### src/rtl/rv_mc_mainfsm.sv
// ---------------------------------------------------------------------------
// rv_mc_mainfsm
// Main control FSM for the multicycle RV32I core. A Moore machine steps each
// instruction through fetch, decode, execute, memory and writeback states and
// drives the shared ALU / shared memory datapath. Memory wait states are
// handled through the mem_ready handshake. Illegal opcodes are flagged, and a
// retired-instruction counter is maintained.
//
// Parameters
//   MEM_WAIT_EN : 1 = honour mem_ready, 0 = memory always ready
//   TRAP_HALT   : 1 = ILLEGAL holds until reset, 0 = ILLEGAL returns to FETCH
//   INSTRET_W   : width of the retired-instruction counter (2..64)
//
// Ports
//   clk        : clock, rising edge
//   reset_n    : asynchronous active-low reset
//   op         : instruction opcode field, valid from DECODE onwards
//   mem_ready  : memory access completes this cycle
//   PCUpdate   : PC register write enable
//   Branch     : conditional PC update request
//   RegWrite   : register file write enable
//   MemWrite   : data memory write strobe
//   IRWrite    : instruction / OldPC register write enable
//   AdrSrc     : memory address select (0 = PC, 1 = Result)
//   ResultSrc  : 00 ALUOut, 01 Data, 10 ALUResult, 11 ImmExt
//   ALUSrcA    : 00 PC, 01 OldPC, 10 rs1
//   ALUSrcB    : 00 rs2, 01 ImmExt, 10 constant 4
//   ALUOp      : 00 add, 01 branch compare, 10 funct-decoded
//   ImmSrc     : 000 I, 001 S, 010 B, 011 J, 100 U (combinational from op)
//   illegal    : high while in ILLEGAL
//   retire     : one-cycle pulse in the last state of each instruction
//   instret    : retired-instruction count, wraps modulo 2^INSTRET_W
// ---------------------------------------------------------------------------
module rv_mc_mainfsm #(
    parameter int MEM_WAIT_EN = 1,
    parameter int TRAP_HALT   = 1,
    parameter int INSTRET_W   = 32
) (
    input  logic                 clk,
    input  logic                 reset_n,
    input  logic [6:0]           op,
    input  logic                 mem_ready,
    output logic                 PCUpdate,
    output logic                 Branch,
    output logic                 RegWrite,
    output logic                 MemWrite,
    output logic                 IRWrite,
    output logic                 AdrSrc,
    output logic [1:0]           ResultSrc,
    output logic [1:0]           ALUSrcA,
    output logic [1:0]           ALUSrcB,
    output logic [1:0]           ALUOp,
    output logic [2:0]           ImmSrc,
    output logic                 illegal,
    output logic                 retire,
    output logic [INSTRET_W-1:0] instret
);

    localparam logic [6:0] OP_LOAD   = 7'h03;
    localparam logic [6:0] OP_STORE  = 7'h23;
    localparam logic [6:0] OP_RTYPE  = 7'h33;
    localparam logic [6:0] OP_ITYPE  = 7'h13;
    localparam logic [6:0] OP_BRANCH = 7'h63;
    localparam logic [6:0] OP_JAL    = 7'h6F;
    localparam logic [6:0] OP_JALR   = 7'h67;
    localparam logic [6:0] OP_LUI    = 7'h37;
    localparam logic [6:0] OP_AUIPC  = 7'h17;

    typedef enum logic [3:0] {
        S_FETCH    = 4'd0,
        S_DECODE   = 4'd1,
        S_MEMADR   = 4'd2,
        S_MEMREAD  = 4'd3,
        S_MEMWB    = 4'd4,
        S_MEMWRITE = 4'd5,
        S_EXECR    = 4'd6,
        S_EXECI    = 4'd7,
        S_ALUWB    = 4'd8,
        S_BRANCH   = 4'd9,
        S_JAL      = 4'd10,
        S_JALR     = 4'd11,
        S_JALR2    = 4'd12,
        S_LUI      = 4'd13,
        S_ILLEGAL  = 4'd14
    } state_t;

    state_t state;
    state_t state_next;
    logic   rdy;
    logic   fetch_go;

    assign rdy = (MEM_WAIT_EN != 0) ? mem_ready : 1'b1;

    // The fetch write enables depend on rdy combinationally, so they are also
    // gated by reset_n to keep them low while reset is held.
    assign fetch_go = rdy & reset_n;

    // State register.
    always_ff @(posedge clk or negedge reset_n) begin
        if (!reset_n) begin
            state <= S_FETCH;
        end else begin
            state <= state_next;
        end
    end

    // Retired-instruction counter; wraps naturally at its width.
    always_ff @(posedge clk or negedge reset_n) begin
        if (!reset_n) begin
            instret <= '0;
        end else if (retire) begin
            instret <= instret + 1'b1;
        end
    end

    // Immediate format select, decoded straight from the opcode.
    always_comb begin
        ImmSrc = 3'b000;
        case (op)
            OP_STORE:          ImmSrc = 3'b001;
            OP_BRANCH:         ImmSrc = 3'b010;
            OP_JAL:            ImmSrc = 3'b011;
            OP_LUI, OP_AUIPC:  ImmSrc = 3'b100;
            default:           ImmSrc = 3'b000;
        endcase
    end

    // Next-state and Moore outputs. Every control field defaults to 0 and
    // each state only sets what it uses.
    always_comb begin
        state_next = S_FETCH;
        PCUpdate   = 1'b0;
        Branch     = 1'b0;
        RegWrite   = 1'b0;
        MemWrite   = 1'b0;
        IRWrite    = 1'b0;
        AdrSrc     = 1'b0;
        ResultSrc  = 2'b00;
        ALUSrcA    = 2'b00;
        ALUSrcB    = 2'b00;
        ALUOp      = 2'b00;
        illegal    = 1'b0;
        retire     = 1'b0;
        case (state)
            S_FETCH: begin
                ALUSrcB    = 2'b10;
                ResultSrc  = 2'b10;
                IRWrite    = fetch_go;
                PCUpdate   = fetch_go;
                state_next = rdy ? S_DECODE : S_FETCH;
            end
            S_DECODE: begin
                ALUSrcA = 2'b01;
                ALUSrcB = 2'b01;
                case (op)
                    OP_LOAD, OP_STORE: state_next = S_MEMADR;
                    OP_RTYPE:          state_next = S_EXECR;
                    OP_ITYPE:          state_next = S_EXECI;
                    OP_BRANCH:         state_next = S_BRANCH;
                    OP_JAL:            state_next = S_JAL;
                    OP_JALR:           state_next = S_JALR;
                    OP_LUI:            state_next = S_LUI;
                    OP_AUIPC:          state_next = S_ALUWB;
                    default:           state_next = S_ILLEGAL;
                endcase
            end
            S_MEMADR: begin
                ALUSrcA    = 2'b10;
                ALUSrcB    = 2'b01;
                state_next = (op == OP_LOAD) ? S_MEMREAD : S_MEMWRITE;
            end
            S_MEMREAD: begin
                AdrSrc     = 1'b1;
                state_next = rdy ? S_MEMWB : S_MEMREAD;
            end
            S_MEMWB: begin
                ResultSrc  = 2'b01;
                RegWrite   = 1'b1;
                retire     = 1'b1;
                state_next = S_FETCH;
            end
            S_MEMWRITE: begin
                // The strobe stays up through every wait cycle; the store only
                // counts as retired on the cycle memory accepts it.
                AdrSrc     = 1'b1;
                MemWrite   = 1'b1;
                retire     = rdy;
                state_next = rdy ? S_FETCH : S_MEMWRITE;
            end
            S_EXECR: begin
                ALUSrcA    = 2'b10;
                ALUOp      = 2'b10;
                state_next = S_ALUWB;
            end
            S_EXECI: begin
                ALUSrcA    = 2'b10;
                ALUSrcB    = 2'b01;
                ALUOp      = 2'b10;
                state_next = S_ALUWB;
            end
            S_ALUWB: begin
                RegWrite   = 1'b1;
                retire     = 1'b1;
                state_next = S_FETCH;
            end
            S_BRANCH: begin
                ALUSrcA    = 2'b10;
                ALUOp      = 2'b01;
                Branch     = 1'b1;
                retire     = 1'b1;
                state_next = S_FETCH;
            end
            S_JAL: begin
                // ALUOut already holds the target; ALU forms OldPC+4 for rd.
                ALUSrcA    = 2'b01;
                ALUSrcB    = 2'b10;
                PCUpdate   = 1'b1;
                state_next = S_ALUWB;
            end
            S_JALR: begin
                ALUSrcA    = 2'b10;
                ALUSrcB    = 2'b01;
                state_next = S_JALR2;
            end
            S_JALR2: begin
                ALUSrcA    = 2'b01;
                ALUSrcB    = 2'b10;
                PCUpdate   = 1'b1;
                state_next = S_ALUWB;
            end
            S_LUI: begin
                ResultSrc  = 2'b11;
                RegWrite   = 1'b1;
                retire     = 1'b1;
                state_next = S_FETCH;
            end
            S_ILLEGAL: begin
                illegal    = 1'b1;
                state_next = (TRAP_HALT != 0) ? S_ILLEGAL : S_FETCH;
            end
            default: begin
                state_next = S_FETCH;
            end
        endcase
    end

endmodule

### config.mk
export PLATFORM = sky130hd
export DESIGN_NAME = rv_mc_mainfsm
export DESIGN_NICKNAME = d
export VERILOG_FILES = /design/src/rtl/rv_mc_mainfsm.sv
export SDC_FILE = /design/constraint.sdc
export NUM_CORES = 1
export LEC_CHECK = 0
export ABC_AREA = 1
export BUFFER_PORTS_ARGS = -buffer_cell sky130_fd_sc_hd__buf_4
export CAP_MARGIN = 20
export CORE_MARGIN = 2
export CORE_UTILIZATION = 49
export DETAILED_ROUTE_END_ITERATION = 10
export PLACE_DENSITY = 0.83
export SLEW_MARGIN = 15
export SYNTH_ARGS = -nofsm -noshare
export SYNTH_HDL_FRONTEND = slang
export SYNTH_SLANG_ARGS = --single-unit
### constraint.sdc
create_clock -name clk -period 1.6 [get_ports clk]
set_clock_uncertainty 0.2 [all_clocks]
set_input_delay 0.08 -clock clk [delete_from_list [all_inputs] [get_ports clk]]
set_output_delay 0.08 -clock clk [all_outputs]
set_load 0.01 [all_outputs]
==> summary.txt <==
Outcome
  – Status: complete, but fails checks
  – Failing checks: setup timing

Critical path
  – Reg2reg start: state[1]$_DFF_PN0_
  – Worst setup endpoint: ALUSrcA[1]
  – Reg2Reg Capture Point: instret[0]$_DFFE_PN0P_
  – CP Cell Sequence: inv_1 > nor3_1 > nor2_2 > nand3b_1 > buf_4
  – Worst EP arrival: 1670 ps
  – CP startpoint kind: register
  – Required @ worst endpoint: 1320 ps
  – CP max FO: 5
  – Crit. Startpoint: state[1]$_DFF_PN0_
  – CP Class: register to output pin
  – Cell at the slowest stage of the critical path: dfrtp_2
  – CP Buf/Inv Count: 2
  – Worst path depth: 5
  – R2R depth: 8
  – Crit-path leading delay family: simple AND/OR/NAND/NOR gates
  – Crit path capture type: output pin
  – R2r setup slk: -230 ps
  – Worst path max stage delay: 470 ps

Routing
  – Met3 routed WL: 454 um
  – DRT iter0 DRCs: 211
  – Top layer reached by signal wires: met4
  – Via Count: 3,129
  – Met2 routed WL: 4.52 mm
  – Routed WL: 8.80 mm
  – DRT Pass-1 Iters: 6
  – Via-to-Cell Ratio: 5.28
  – DRC viols: 0
  – Met1 WL: 3.36 mm
  – Post-route antenna net violation count: 0
  – Routed wire per std cell: 14.8 um

STA
  – Period utilization: 122%
  – # setup viols final: 51
  – RSZ-0062 raised after global routing: true
  – Slew headroom: 69.3%
  – Slew @ Worst Pin: 460 ps
  – Hold_ws: 53.8 ps
  – Post-layout minimum cycle time: 1950 ps
  – Fmax: 0.513 GHz
  – Hold Vio Cnt, Final: 0
  – Final worst slack: -349 ps
  – Pins over their slew limit: 0

Power and ir drop
  – Internal Power: 2.90 mW
  – Total power per unit cell area: 1320 nW/um^2
  – IR drop worst, VDD: 0.00102 V
  – P_leak: 1.96 nW
  – Logic pwr share: 63.4%
  – P_sw: 2.29 mW
  – Clk pwr share: 11.5%
  – Switching Share: 44.1%
  – Reg power frac: 25.1%

Job
  – Max-cap viol count: 0

GRT
  – Tot GR Track Use: 28.5%
  – Vias in the first global route: 2,786
  – Gr ovfl total: 0
  – First-pass GRT wire length: 12.3 mm
  – Pin count of the biggest net entering global routing: 37
  – Antenna violations before repair: 0

Final layout
  – Ant. Diodes: 0
  – Final Instance Area: 3920 um^2
  – Most frequent cells in the layout: nand2_1 (153), buf_4 (114), nor2_1 (59), dfrtp_1 (32), inv_1 (25)
  – Most common cell after layout, fill and taps aside: nand2_1
  – Nets@finish: 536
  – Synth-to-Final Area Change: 55.6%
  – Share of post-route cells with drive strength above 1: 37.5%
  – FILL cells: 363

Synthesis
  – Netlist cell types: 25
  – Average size of a mapped cell: 6.41 um^2
  – Syn Nets: 404
  – Ys async rst share: 100%
  – Post-synthesis instance total: 393
  – Yosys top cell by area: dfrtp_1
  – Synth Cell Area: 2520 um^2
  – Sequential area share after synthesis: 35.8%
  – Synth Warn #: 0
  – Largest cells by area after synthesis: dfrtp_1 (36%), nand2_1 (24%), nor2_1 (11%)
  – Post-synth top flop: dfrtp_1
  – #FFs+latches synth: 36
  – Post-synth EDFFs: 0
  – Synth top area share: 35.8%

Floorplanning
  – Die span in x: 75.7 um
  – Initial Util: 49.9%
  – Row count: 26
  – Die height: 75.7 um
  – CORE AREA: 5040 um^2
  – DIE AREA: 5730 um^2
  – IO Count: 61

Clock tree
  – Clock sink total: 36
  – CTS tree: built
  – CTS root buffer: clkbuf_8
  – CTS Buffer Depth: 2
  – H-tree levels: 2
  – CTS Buf Count: 5
  – Clk slew on worst S/H paths: 70 ps
  – Clk_lat worst skew: 290 ps

Place
  – DP HPWL: 5.66 mm
  – GP Congestion: 0.931
  – DP Worst Slack: -257 ps
  – Port Buffer Count: 60
  – Post-DP Area: 3470 um^2

Hold path
  – Min-delay worst type: primary input to register
metal layers:
layer	vias to the layer above	global-route usage (%)
met1	1459	32.3
met3	47	5.95
met5	-	0
li1	1488	-
met2	135	51.4
met4	0	12.3
sequential cells by signal, summed over array words and instances, names as in the netlist:
register	count
state	4
instret	32
power by group through the flow:
stage / Combinational (mW) / Clock (mW) / Sequential (mW)
after floorplan: 1.13 / 0 / 1.32
after global placement: 2.33 / 0 / 1.22
after detailed placement: 2.41 / 0 / 1.24
after CTS: 2.80 / 0.592 / 1.26
after global routing: 3.48 / 0.648 / 1.32
final: 3.29 / 0.597 / 1.30
cell type report:
class                           count  area [um^2]  area share (%)
Clock buffer                        5         68.8            1.76
Timing Repair Buffer              130         1050            26.7
Multi-Input combinational cell    320         1680            43.0
Sequential cell                    36          906            23.1
Tap cell                           70         87.6            2.24
Inverter                           32          125            3.19
worst min path at each step:
stage | end | depth (start not counted) | from
6_report | state[2]$_DFF_PN0_ | 5 | mem_ready
5_1_grt | state[2]$_DFF_PN0_ | 5 | mem_ready
3_5_place_dp | instret[3]$_DFFE_PN0P_ | 2 | reset_n
3_3_place_gp | instret[4]$_DFFE_PN0P_ | 2 | reset_n
2_1_floorplan | instret[0]$_DFFE_PN0P_ | 0 | reset_n
4_1_cts | state[3]$_DFF_PN0_ | 5 | op[6]
synth_stat cells (2+ instances only):
cell type	count
nand2_1	161
nor2_1	75
dfrtp_1	36
inv_1	30
nand3_1	17
nand3b_1	15
xor2_1	15
nor2_2	9
nor3_1	8
nand4_1	4
o21ai_0	3
a21oi_1	2
buf_4	2
buf_6	2
inv_2	2
nand2_2	2
nor2_4	2
cells by family after synthesis:
logic type,synth area share [%]
buf+inv,6.46
xor+xnor,5.22
flops,35.8
fa+ha+maj,0.497
simple gates,49.7
compound gates,2.39
worst reg2reg max path, delay by kind of cell (launching register included):
kind,cells,cell delay (ps)
xor gates and xnor gates,1,150
buffers and inverters,3,570
DFF,1,470
and+or+nand+nor,4,360
stage by stage:
step | cells | TNS [ps] | util (%) | total power, mW
6_report | 593 | -8470 | 77.7 | 5.19
5_1_grt | 593 | -11010 | 77.7 | 5.44
4_1_cts | 588 | -2610 | 74.4 | 4.66
3_5_place_dp | 575 | -5600 | 68.9 | 3.64
3_3_place_gp | 575 | -3150 | 68.9 | 3.55
2_1_floorplan | 393 | -115 | - | 2.45
timing repair:
item,in CTS,in global routing
setup endpoints to repair,47,50
endpoints found under the hold margin,37,0
hold buffers,2,0
pin swaps,7,14
gates resized for setup,42,36
buffers inserted,7,6
Power figures use the tool's default switching activity.
